[src/rtl/silly_pkg.sv]
// Shared types and helpers for the silly pattern generator.
package silly_pkg;

  // Widest pattern the seed helper can describe.
  localparam int unsigned MaxWidth = 64;

  typedef enum logic [1:0] {
    ModeCount = 2'd0,
    ModeScan  = 2'd1,
    ModeLfsr  = 2'd2,
    ModeShift = 2'd3
  } mode_e;

  typedef enum logic [1:0] {
    StIdle = 2'd0,
    StLoad = 2'd1,
    StRun  = 2'd2
  } state_e;

  // Pattern loaded on entry to a mode; caller truncates to its own width.
  function automatic logic [MaxWidth-1:0] seed_of(mode_e mode, logic [MaxWidth-1:0] lfsr_seed);
    logic [MaxWidth-1:0] seed;
    case (mode)
      ModeScan: seed = MaxWidth'(1);
      ModeLfsr: seed = lfsr_seed;
      default:  seed = '0;
    endcase
    return seed;
  endfunction

endpackage

[src/rtl/silly_prescaler.sv]
// Free-running divider: tick_o flags the cycle on which the count wraps at div_i.
module silly_prescaler #(
  parameter int unsigned DivW = 24
) (
  input  logic            clk_i,
  input  logic            rst_i,
  input  logic            en_i,
  input  logic            clr_i,
  input  logic [DivW-1:0] div_i,
  output logic            tick_o
);

  logic [DivW-1:0] cnt_q;

  // Wrap event this cycle; the parent registers it alongside the pattern update.
  assign tick_o = en_i & ~clr_i & (cnt_q == div_i);

  // Count up to div_i then return to zero; clear wins over enable.
  always_ff @(posedge clk_i) begin
    if (rst_i || clr_i) begin
      cnt_q <= '0;
    end else if (en_i) begin
      cnt_q <= (cnt_q == div_i) ? '0 : cnt_q + DivW'(1);
    end
  end

endmodule

[src/rtl/silly_pattern_gen.sv]
// Four-mode pattern generator (count, scan, LFSR, serial shift) advanced by a prescaler.
module silly_pattern_gen
  import silly_pkg::*;
#(
  parameter int unsigned      Width      = 8,
  parameter int unsigned      DivW       = 24,
  parameter logic [DivW-1:0]  DefaultDiv = DivW'(4_999_999),
  parameter logic [Width-1:0] LfsrTaps   = Width'(8'hB8),
  parameter logic [Width-1:0] LfsrSeed   = Width'(8'h01)
) (
  input  logic             clk_i,
  input  logic             rst_i,
  input  logic             run_i,
  input  logic             cfg_valid_i,
  output logic             cfg_ready_o,
  input  logic [1:0]       cfg_mode_i,
  input  logic [DivW-1:0]  cfg_div_i,
  input  logic             ser_in_i,
  output logic [Width-1:0] pat_out_o,
  output logic             tick_o,
  output logic             wrap_o
);

  state_e           state_q;
  mode_e            mode_q;
  logic [DivW-1:0]  div_q;
  logic [Width-1:0] pat_q;
  logic             dir_q;  // scan direction: 0 = up (towards MSB), 1 = down
  logic             tick_q;
  logic             wrap_q;

  logic [Width-1:0] seed;
  logic [Width-1:0] pat_nxt;
  logic             dir_nxt;
  logic             wrap_nxt;
  logic             accept;
  logic             ps_en;
  logic             ps_clr;
  logic             ps_tick;

  assign cfg_ready_o = (state_q != StLoad);
  assign accept      = cfg_valid_i & cfg_ready_o;
  // Prescaler freezes as soon as run drops, so the phase survives a pause.
  assign ps_en       = (state_q == StRun) & run_i;
  assign ps_clr      = (state_q == StLoad);
  assign seed        = Width'(seed_of(mode_q, MaxWidth'(LfsrSeed)));

  assign pat_out_o = pat_q;
  assign tick_o    = tick_q;
  assign wrap_o    = wrap_q;

  silly_prescaler #(
    .DivW (DivW)
  ) u_prescaler (
    .clk_i  (clk_i),
    .rst_i  (rst_i),
    .en_i   (ps_en),
    .clr_i  (ps_clr),
    .div_i  (div_q),
    .tick_o (ps_tick)
  );

  // Next pattern under the currently latched mode.
  always_comb begin
    pat_nxt = pat_q;
    dir_nxt = dir_q;
    unique case (mode_q)
      ModeCount: pat_nxt = pat_q + Width'(1);
      ModeScan: begin
        if (!dir_q) begin
          pat_nxt = pat_q << 1;
          if (pat_nxt[Width-1]) dir_nxt = 1'b1;
        end else begin
          pat_nxt = pat_q >> 1;
          if (pat_nxt[0]) dir_nxt = 1'b0;
        end
      end
      ModeLfsr: begin
        // A zero state would lock up the LFSR, so reseed instead.
        if (pat_q == '0) pat_nxt = LfsrSeed;
        else             pat_nxt = (pat_q >> 1) ^ (pat_q[0] ? LfsrTaps : '0);
      end
      ModeShift: pat_nxt = {pat_q[Width-2:0], ser_in_i};
      default: ;
    endcase
    wrap_nxt = (mode_q != ModeShift) && (pat_nxt == seed);
  end

  // Control FSM, config registers and registered pattern/tick/wrap outputs.
  always_ff @(posedge clk_i) begin
    if (rst_i) begin
      state_q <= StIdle;
      mode_q  <= ModeCount;
      div_q   <= DefaultDiv;
      pat_q   <= '0;
      dir_q   <= 1'b0;
      tick_q  <= 1'b0;
      wrap_q  <= 1'b0;
    end else begin
      tick_q <= 1'b0;
      wrap_q <= 1'b0;
      unique case (state_q)
        StIdle, StRun: begin
          if (accept) begin
            // Config wins: any tick this cycle is dropped with its update.
            state_q <= StLoad;
            mode_q  <= mode_e'(cfg_mode_i);
            div_q   <= cfg_div_i;
          end else begin
            if (ps_tick) begin
              pat_q  <= pat_nxt;
              dir_q  <= dir_nxt;
              tick_q <= 1'b1;
              wrap_q <= wrap_nxt;
            end
            state_q <= run_i ? StRun : StIdle;
          end
        end
        StLoad: begin
          pat_q   <= seed;
          dir_q   <= 1'b0;
          state_q <= run_i ? StRun : StIdle;
        end
        default: state_q <= StIdle;
      endcase
    end
  end

endmodule

[config.mk]
export PLATFORM = sky130hd
export DESIGN_NAME = silly_pattern_gen
export DESIGN_NICKNAME = d
export VERILOG_FILES = /design/src/rtl/silly_pkg.sv /design/src/rtl/silly_prescaler.sv /design/src/rtl/silly_pattern_gen.sv
export SDC_FILE = /design/constraint.sdc
export NUM_CORES = 1
export LEC_CHECK = 0
export CAP_MARGIN = 0
export CORE_MARGIN = 10
export CORE_UTILIZATION = 40
export CTS_CLUSTER_DIAMETER = 80
export DETAILED_ROUTE_END_ITERATION = 8
export DONT_BUFFER_PORTS = 1
export PLACE_DENSITY = 0.53
export SLEW_MARGIN = 20
export SYNTH_ARGS = -nofsm -noshare
export SYNTH_HDL_FRONTEND = slang
export SYNTH_SLANG_ARGS = --single-unit
export TNS_END_PERCENT = 10
[constraint.sdc]
create_clock -name clk_i -period 3.3 [get_ports clk_i]
set_input_delay 0.495 -clock clk_i [delete_from_list [all_inputs] [get_ports clk_i]]
set_output_delay 0.495 -clock clk_i [all_outputs]
set_load 0.02 [all_outputs]
==> flow_summary_export.csv, run 1 <==
group,metric,value,unit
min_path,min_from,"rst_i",
synthesis,avgSynthCellArea,8.12,um2
routing,wl_per_cell,16.5,um
power,switching_share,24.5,%
critical_path,reg2reg_from,"u_prescaler.cnt_q[8]",
routing,routed_wl,8.02,mm
sta,hold_slack,236,ps
clock_network,clkSinkCount,63,
clock_network,clk_pin_slew_worst_paths,70,ps
power,clock_power_share,37.6,%
clock_network,cts_resized,0,
sta,clock.fmax,0.431,GHz
placement,port_buffers,0,
clock_network,cts_tree,"done",
global_routing,grt_max_degree,34,
routing,drc,0,
cells_and_area,area_growth,6.87,%
power,power.leakage,1.32,nW
critical_path,arrival,2530,ps
global_routing,grt_pass1_vias,2578,
clock_network,cts_root_buf,"clkbuf_8",
routing,vias,2609,
cells_and_area,fin_cells,487,
synthesis,ys_seq_elements,63,
run,drv_cap,0,
critical_path,reg2reg_setup_slack,980,ps
floorplan,rows,32,
floorplan,dieArea,11900,um2
run_status,outcome,"finished clean",
floorplan,pin_count,42,
power,netSwitchingPower,0.000371,W
synthesis,synth_warnings,0,
clock_network,postCtsSetupBuffers,0,
clock_network,htreeDepth,3,
placement,place.gp.congestion,0.908,
synthesis,async_flop_share,0,%
critical_path,worst-r2r-cell-count,7,
clock_network,clock_latency,330,ps
power,intPower,0.00114,W
min_path,hold_path.class,"primary input to flop",
min_path,min_to,"state_q[0]",
power,powerDensity,444,nW/um2
cells_and_area,final_cell_mix,"nand2_1 (73), dfxtp_1 (63), xor2_1 (40)",
power,p_comb_share,9.1,%
clock_network,cts.hold.buffers_added,0,
critical_path,crit_path_end_kind,"flop",
critical_path,crit_required,3510,ps
sta,setup_tns,0,ps
sta,relSlewSlack,60.6,%
power,ir_worst_vdd,0.261,mV
synthesis,post_synth_num_cell_types,41,
global_routing,grt_pass1_wl,13.3,mm
synthesis,synth_nets,431,
floorplan,die-height,109,um
clock_network,cts_buffer_depth,2,
critical_path,r2r-end,"u_prescaler.cnt_q[12]",
routing,vias_per_cell,5.36,
cells_and_area,fillers,815,
routing,drt_iter0_drc,135,
sta,fin_crit_sh,70.4,%
synthesis,ys.flop_type,"dfxtp_1",
routing,drt.antenna.violating_nets,0,
critical_path,cp_max_fo,24,
routing,firstDrtPassIters,4,
critical_path,path_class,"flop to flop",
sta,min_period,2320,ps
cells_and_area,diodes,0,
synthesis,synth_edf_count,0,
cells_and_area,final_common_cell,"nand2_1",
synthesis,ys_seq_area_share,39.5,%
synthesis,synthCells,393,
placement,dpl.cell_count,473,
min_path,hold_depth,1,
global_routing,grt.overflow.total,0,
cells_and_area,nets,420,
sta,setup_viol,0,
critical_path,startpoint_type,"flop",
clock_network,cts_buffers,9,
global_routing,antenna_found_initial,0,
placement,dp_hpwl,5.70,mm
sta,slew_violations,0,
sta,rsz0062_at_grt,"no",
synthesis,netlist_area,3190,um2
floorplan,die_x,109,um
global_routing,grtUsageTotal,14.0,%
floorplan,fp.coreArea,7730,um2
cells_and_area,drive_above_1_share,5.45,%
sta,final-hold-violation-count,0,
sta,worst_slew_pin_slew,592,ps
power,seq_power_share,53.3,%
floorplan,initial_utilization,41.3,%
sta,fin_skew,5.95,ps
-- power groups by stage --
stage | Combinational [W] | Clock, W | Sequential [W]
after detailed placement | 0.000138 | 0 | 0.000824
after global routing | 0.000157 | 0.000629 | 0.000810
after global placement | 0.000138 | 0 | 0.000824
after floorplan | 0.000114 | 0 | 0.000817
after CTS | 0.000139 | 0.000592 | 0.000807
final | 0.000137 | 0.000570 | 0.000807
-- cell families (layout without fill, tap and decap cells) --
group                      after synthesis  after routing  share of synthesized area (%)
xor gates and xnor gates                57             57                           15.7
DFF                                     63             63                           39.5
and+or+nand+nor                        183            183                           28.0
muxes                                    1              1                          0.314
AOI/OAI and AO/OA                       49             49                           9.57
adders and majority gates                7              7                           2.75
buffers and inverters                   33             25                           4.20
-- synth_stat cells, types with 2 or more instances --
| cell type | number | area share, % |
|---|---|---|
| a2111oi_0 | 2 | 0.55 |
| a21o_1 | 2 | 0.47 |
| a21oi_1 | 23 | 3.6 |
| a221oi_1 | 2 | 0.55 |
| a22oi_1 | 3 | 0.71 |
| a31oi_1 | 5 | 0.98 |
| a32oi_1 | 3 | 0.82 |
| and3_1 | 10 | 2.0 |
| buf_1 | 2 | 0.24 |
| buf_2 | 2 | 0.31 |
| buf_4 | 2 | 0.47 |
| clkbuf_1 | 20 | 2.4 |
| dfxtp_1 | 63 | 40 |
| ha_1 | 7 | 2.7 |
| inv_1 | 7 | 0.82 |
| nand2_1 | 73 | 8.6 |
| nand2b_1 | 3 | 0.59 |
| nand3_1 | 17 | 2.7 |
| nand3b_1 | 13 | 3.1 |
| nand4_1 | 14 | 2.7 |
| nor2_1 | 34 | 4.0 |
| nor2b_1 | 2 | 0.39 |
| nor3_1 | 4 | 0.63 |
| nor4_1 | 3 | 0.59 |
| o21ai_0 | 4 | 0.63 |
| or3_1 | 3 | 0.59 |
| xnor2_1 | 17 | 4.7 |
| xor2_1 | 40 | 11 |
-- worst max path at each step --
stage	from	to	slack, ps	cells past startpoint
after detailed placement	run_i	pat_out_o[2]	930	6
after CTS	u_prescaler.cnt_q[8]	u_prescaler.cnt_q[20]	970	7
after floorplan	run_i	pat_out_o[2]	1170	8
after global placement	run_i	pat_out_o[2]	980	6
final	u_prescaler.cnt_q[8]	u_prescaler.cnt_q[12]	980	7
after global routing	u_prescaler.cnt_q[8]	wrap_o	650	6
-- state kept, by name, indices dropped and copies added, names as in the netlist --
register	flops
mode_q	2
state_q	2
u_prescaler.cnt_q	24
pat_out_o	8
dir_q	1
tick_o	1
div_q	24
wrap_o	1
-- critical path: stages (launching register included) --
cell	delay (ps)
dfxtp_1	340
xor2_1	170
nor4_1	300
nand4_1	240
or4_4	600
or2b_1	170
buf_4	280
nor2_1	90
-- area by class of cell --
cell class	instances	area, um2	share of cell area (%)
clock inverters	1	5.00	0.147
inverters	7	26.3	0.771
multi-input cells	297	1800	52.8
repair buffers	4	30.0	0.881
well taps	102	128	3.74
flip-flops and latches	63	1260	37.0
clock buffers	13	159	4.66
-- routing by layer --
layer	GRT usage, %	vias to the layer above	share of wire, %	routed length [um]
li1	-	1306	-	-
met1	18.7	1234	50	4030
met2	20.8	65	42	3400
met3	4.97	4	6.8	545
met4	4.28	0	0.51	41
met5	0	-	0	0
-- stage by stage --
stage / instance area, um2 / util (%) / setup WS (ps) / total power (W)
after global routing: 3410 / 44.1 / 649 / 0.00160
after global placement: 3240 / 42.0 / 984 / 0.000962
final: 3410 / 44.1 / 978 / 0.00151
after CTS: 3410 / 44.1 / 968 / 0.00154
after detailed placement: 3240 / 42.0 / 933 / 0.000962
after floorplan: 3190 / - / 1170 / 0.000930
(Power assumes the default switching activity.)
==> run 2: changes to the inputs <==
--- a/config.mk
+++ b/config.mk
@@ -11,7 +11,7 @@
 export CTS_CLUSTER_DIAMETER = 80
 export DETAILED_ROUTE_END_ITERATION = 8
 export DONT_BUFFER_PORTS = 1
-export PLACE_DENSITY = 0.53
+export PLACE_DENSITY = 0.55
 export SLEW_MARGIN = 20
 export SYNTH_ARGS = -nofsm -noshare
 export SYNTH_HDL_FRONTEND = slang
==> constraint.sdc (replaced) <==
create_clock -name clk_i -period 2 [get_ports clk_i]
set_input_delay 0.3 -clock clk_i [delete_from_list [all_inputs] [get_ports clk_i]]
set_output_delay 0.3 -clock clk_i [all_outputs]
set_load 0.02 [all_outputs]
==> flow_summary_export.csv, run 2 (synthesis gave the netlist of run 1 again) <==
group,metric,value,unit
routing,drt.antenna.violating_nets,0,
critical_path,startpoint,"u_prescaler.cnt_q[8]",
sta,fin_crit_sh,100,%
sta,relSlewSlack,73.9,%
critical_path,startpoint_type,"flop",
floorplan,initial_utilization,41.3,%
power,ir_worst_vdd,0.466,mV
power,intPower,0.00185,W
critical_path,path_class,"flop to flop",
clock_network,clock_latency,330,ps
sta,slew_violations,0,
critical_path,crit_required,2270,ps
routing,routed_wl,8.35,mm
global_routing,grt_pass1_wl,13.3,mm
routing,vias,2747,
routing,vias_per_cell,5.18,
min_path,hold_path.class,"primary input to flop",
cells_and_area,final_common_cell,"nand2_1",
run_status,violations,"negative setup slack",
sta,min_period,2000,ps
cells_and_area,fillers,771,
global_routing,antenna_found_initial,0,
placement,pre_cts_ws,-46.1,ps
cells_and_area,fin_cells,530,
clock_network,clkSinkCount,63,
floorplan,pin_count,42,
floorplan,dieArea,11900,um2
sta,final-hold-violation-count,0,
global_routing,grt.overflow.total,0,
min_path,hold_depth,1,
clock_network,htreeDepth,3,
routing,drt_iter0_drc,149,
sta,worst_slew_pin_slew,392,ps
global_routing,grt_pass1_vias,2600,
min_path,min_from,"rst_i",
cells_and_area,multi_input_area,1870,um2
critical_path,cp_max_fo,4,
power,switching_share,26.2,%
sta,fin_skew,8.97,ps
power,power.leakage,1.56,nW
critical_path,reg2reg_from,"u_prescaler.cnt_q[8]",
critical_path,arrival,2280,ps
run,drv_cap,0,
clock_network,clk_pin_slew_worst_paths,70,ps
cells_and_area,seq_area,1270,um2
routing,drc,0,
clock_network,cts_buffer_depth,2,
placement,dpl.cell_count,513,
sta,setup_ws,-3.87,ps
cells_and_area,final_core_util,49.3,%
cells_and_area,drive_above_1_share,17.8,%
clock_network,cts_buffers,9,
clock_network,postCtsSetupBuffers,0,
power,clock_power_share,36.6,%
floorplan,die_x,109,um
clock_network,cts_tree,"done",
global_routing,grt_max_degree,34,
critical_path,worst-r2r-cell-count,6,
cells_and_area,final_cell_mix,"nand2_1 (73), dfxtp_1 (58), buf_4 (43)",
placement,dp_hpwl,6.11,mm
global_routing,grtUsageTotal,14.1,%
power,netSwitchingPower,0.000659,W
routing,firstDrtPassIters,4,
floorplan,die-height,109,um
routing,wl_per_cell,15.7,um
placement,place.gp.congestion,0.819,
placement,port_buffers,0,
sta,rsz0062_at_grt,"yes",
sta,setup_viol,1,
power,powerDensity,659,nW/um2
critical_path,crit_path_end_kind,"flop",
clock_network,cts_root_buf,"clkbuf_8",
floorplan,rows,32,
cells_and_area,diodes,0,
cells_and_area,area_growth,19.5,%
sta,clock.fmax,0.499,GHz
power,report.power.total,0.00251,W
power,seq_power_share,52.9,%
power,p_comb_share,10.5,%
cells_and_area,nets,461,
floorplan,fp.coreArea,7730,um2
run_status,outcome,"finished, violations left",
-- run 2: changes by cell type in the layout (fill, tap and decap cells not counted), moves of 4 or more --
| cell | previous run | this run |
|---|---|---|
| xnor2_2 | 0 | 4 |
| buf_4 | 4 | 43 |
| xnor2_1 | 17 | 13 |
| dfxtp_2 | 0 | 5 |
| dfxtp_1 | 63 | 58 |
-- run 2: layer usage --
| metal | routed length (um) | vias up | global-route usage, % | part of all wire, % |
|---|---|---|---|---|
| li1 | - | 1395 | - | - |
| met3 | 376 | 10 | 3.74 | 4.5 |
| met1 | 3740 | 1287 | 17.1 | 45 |
| met5 | 0 | - | 0 | 0 |
| met4 | 117 | 0 | 4.18 | 1.4 |
| met2 | 4110 | 55 | 23.8 | 49 |
-- run 2: power groups by stage --
stage	registers (W)	clock network, W	logic (W)
6_report	0.00133	0.000919	0.000263
5_1_grt	0.00133	0.00101	0.000294
4_1_cts	0.00133	0.000953	0.000249
3_5_place_dp	0.00136	0	0.000249
3_3_place_gp	0.00136	0	0.000246
2_1_floorplan	0.00135	0	0.000188
-- run 2: repair_timing --
item,in CTS,in global routing
setup endpoints to repair,28,33
resized for setup,2,14
hold buffers,0,0
gates cloned,0,1
pin swaps,2,3
-- run 2: area by class of cell --
class	count	area share [%]
Inverter	7	0.689
Tap cell	102	3.35
Sequential cell	63	33.2
Timing Repair Buffer	45	9.65
Clock buffer	12	3.54
Multi-Input combinational cell	297	48.9
Clock inverter	4	0.591
-- run 2: worst max-delay path, cell delays in order, from the launching register on --
cell       delay, ps
dfxtp_2          320
xor2_1           160
nor4_2           290
nand4_1          150
or4_4            470
a2111oi_4        330
and4b_1          220
-- run 2: final timing paths --
| path | slack [ps] | endpoint |
|---|---|---|
| max | -4 | wrap_o |
| max reg2reg | -4 | wrap_o |
| min reg2reg | 460 | div_q[15] |
| min | 30 | mode_q[0] |
-- run 2: stage by stage --
stage,setup TNS (ps),hold slack (ps),area (um2)
after global routing,-1220,11.1,3810
after CTS,-73.8,19.1,3720
after floorplan,-11.4,390,3200
after detailed placement,-325,380,3560
final,-3.87,30.8,3810
after global placement,0,377,3560
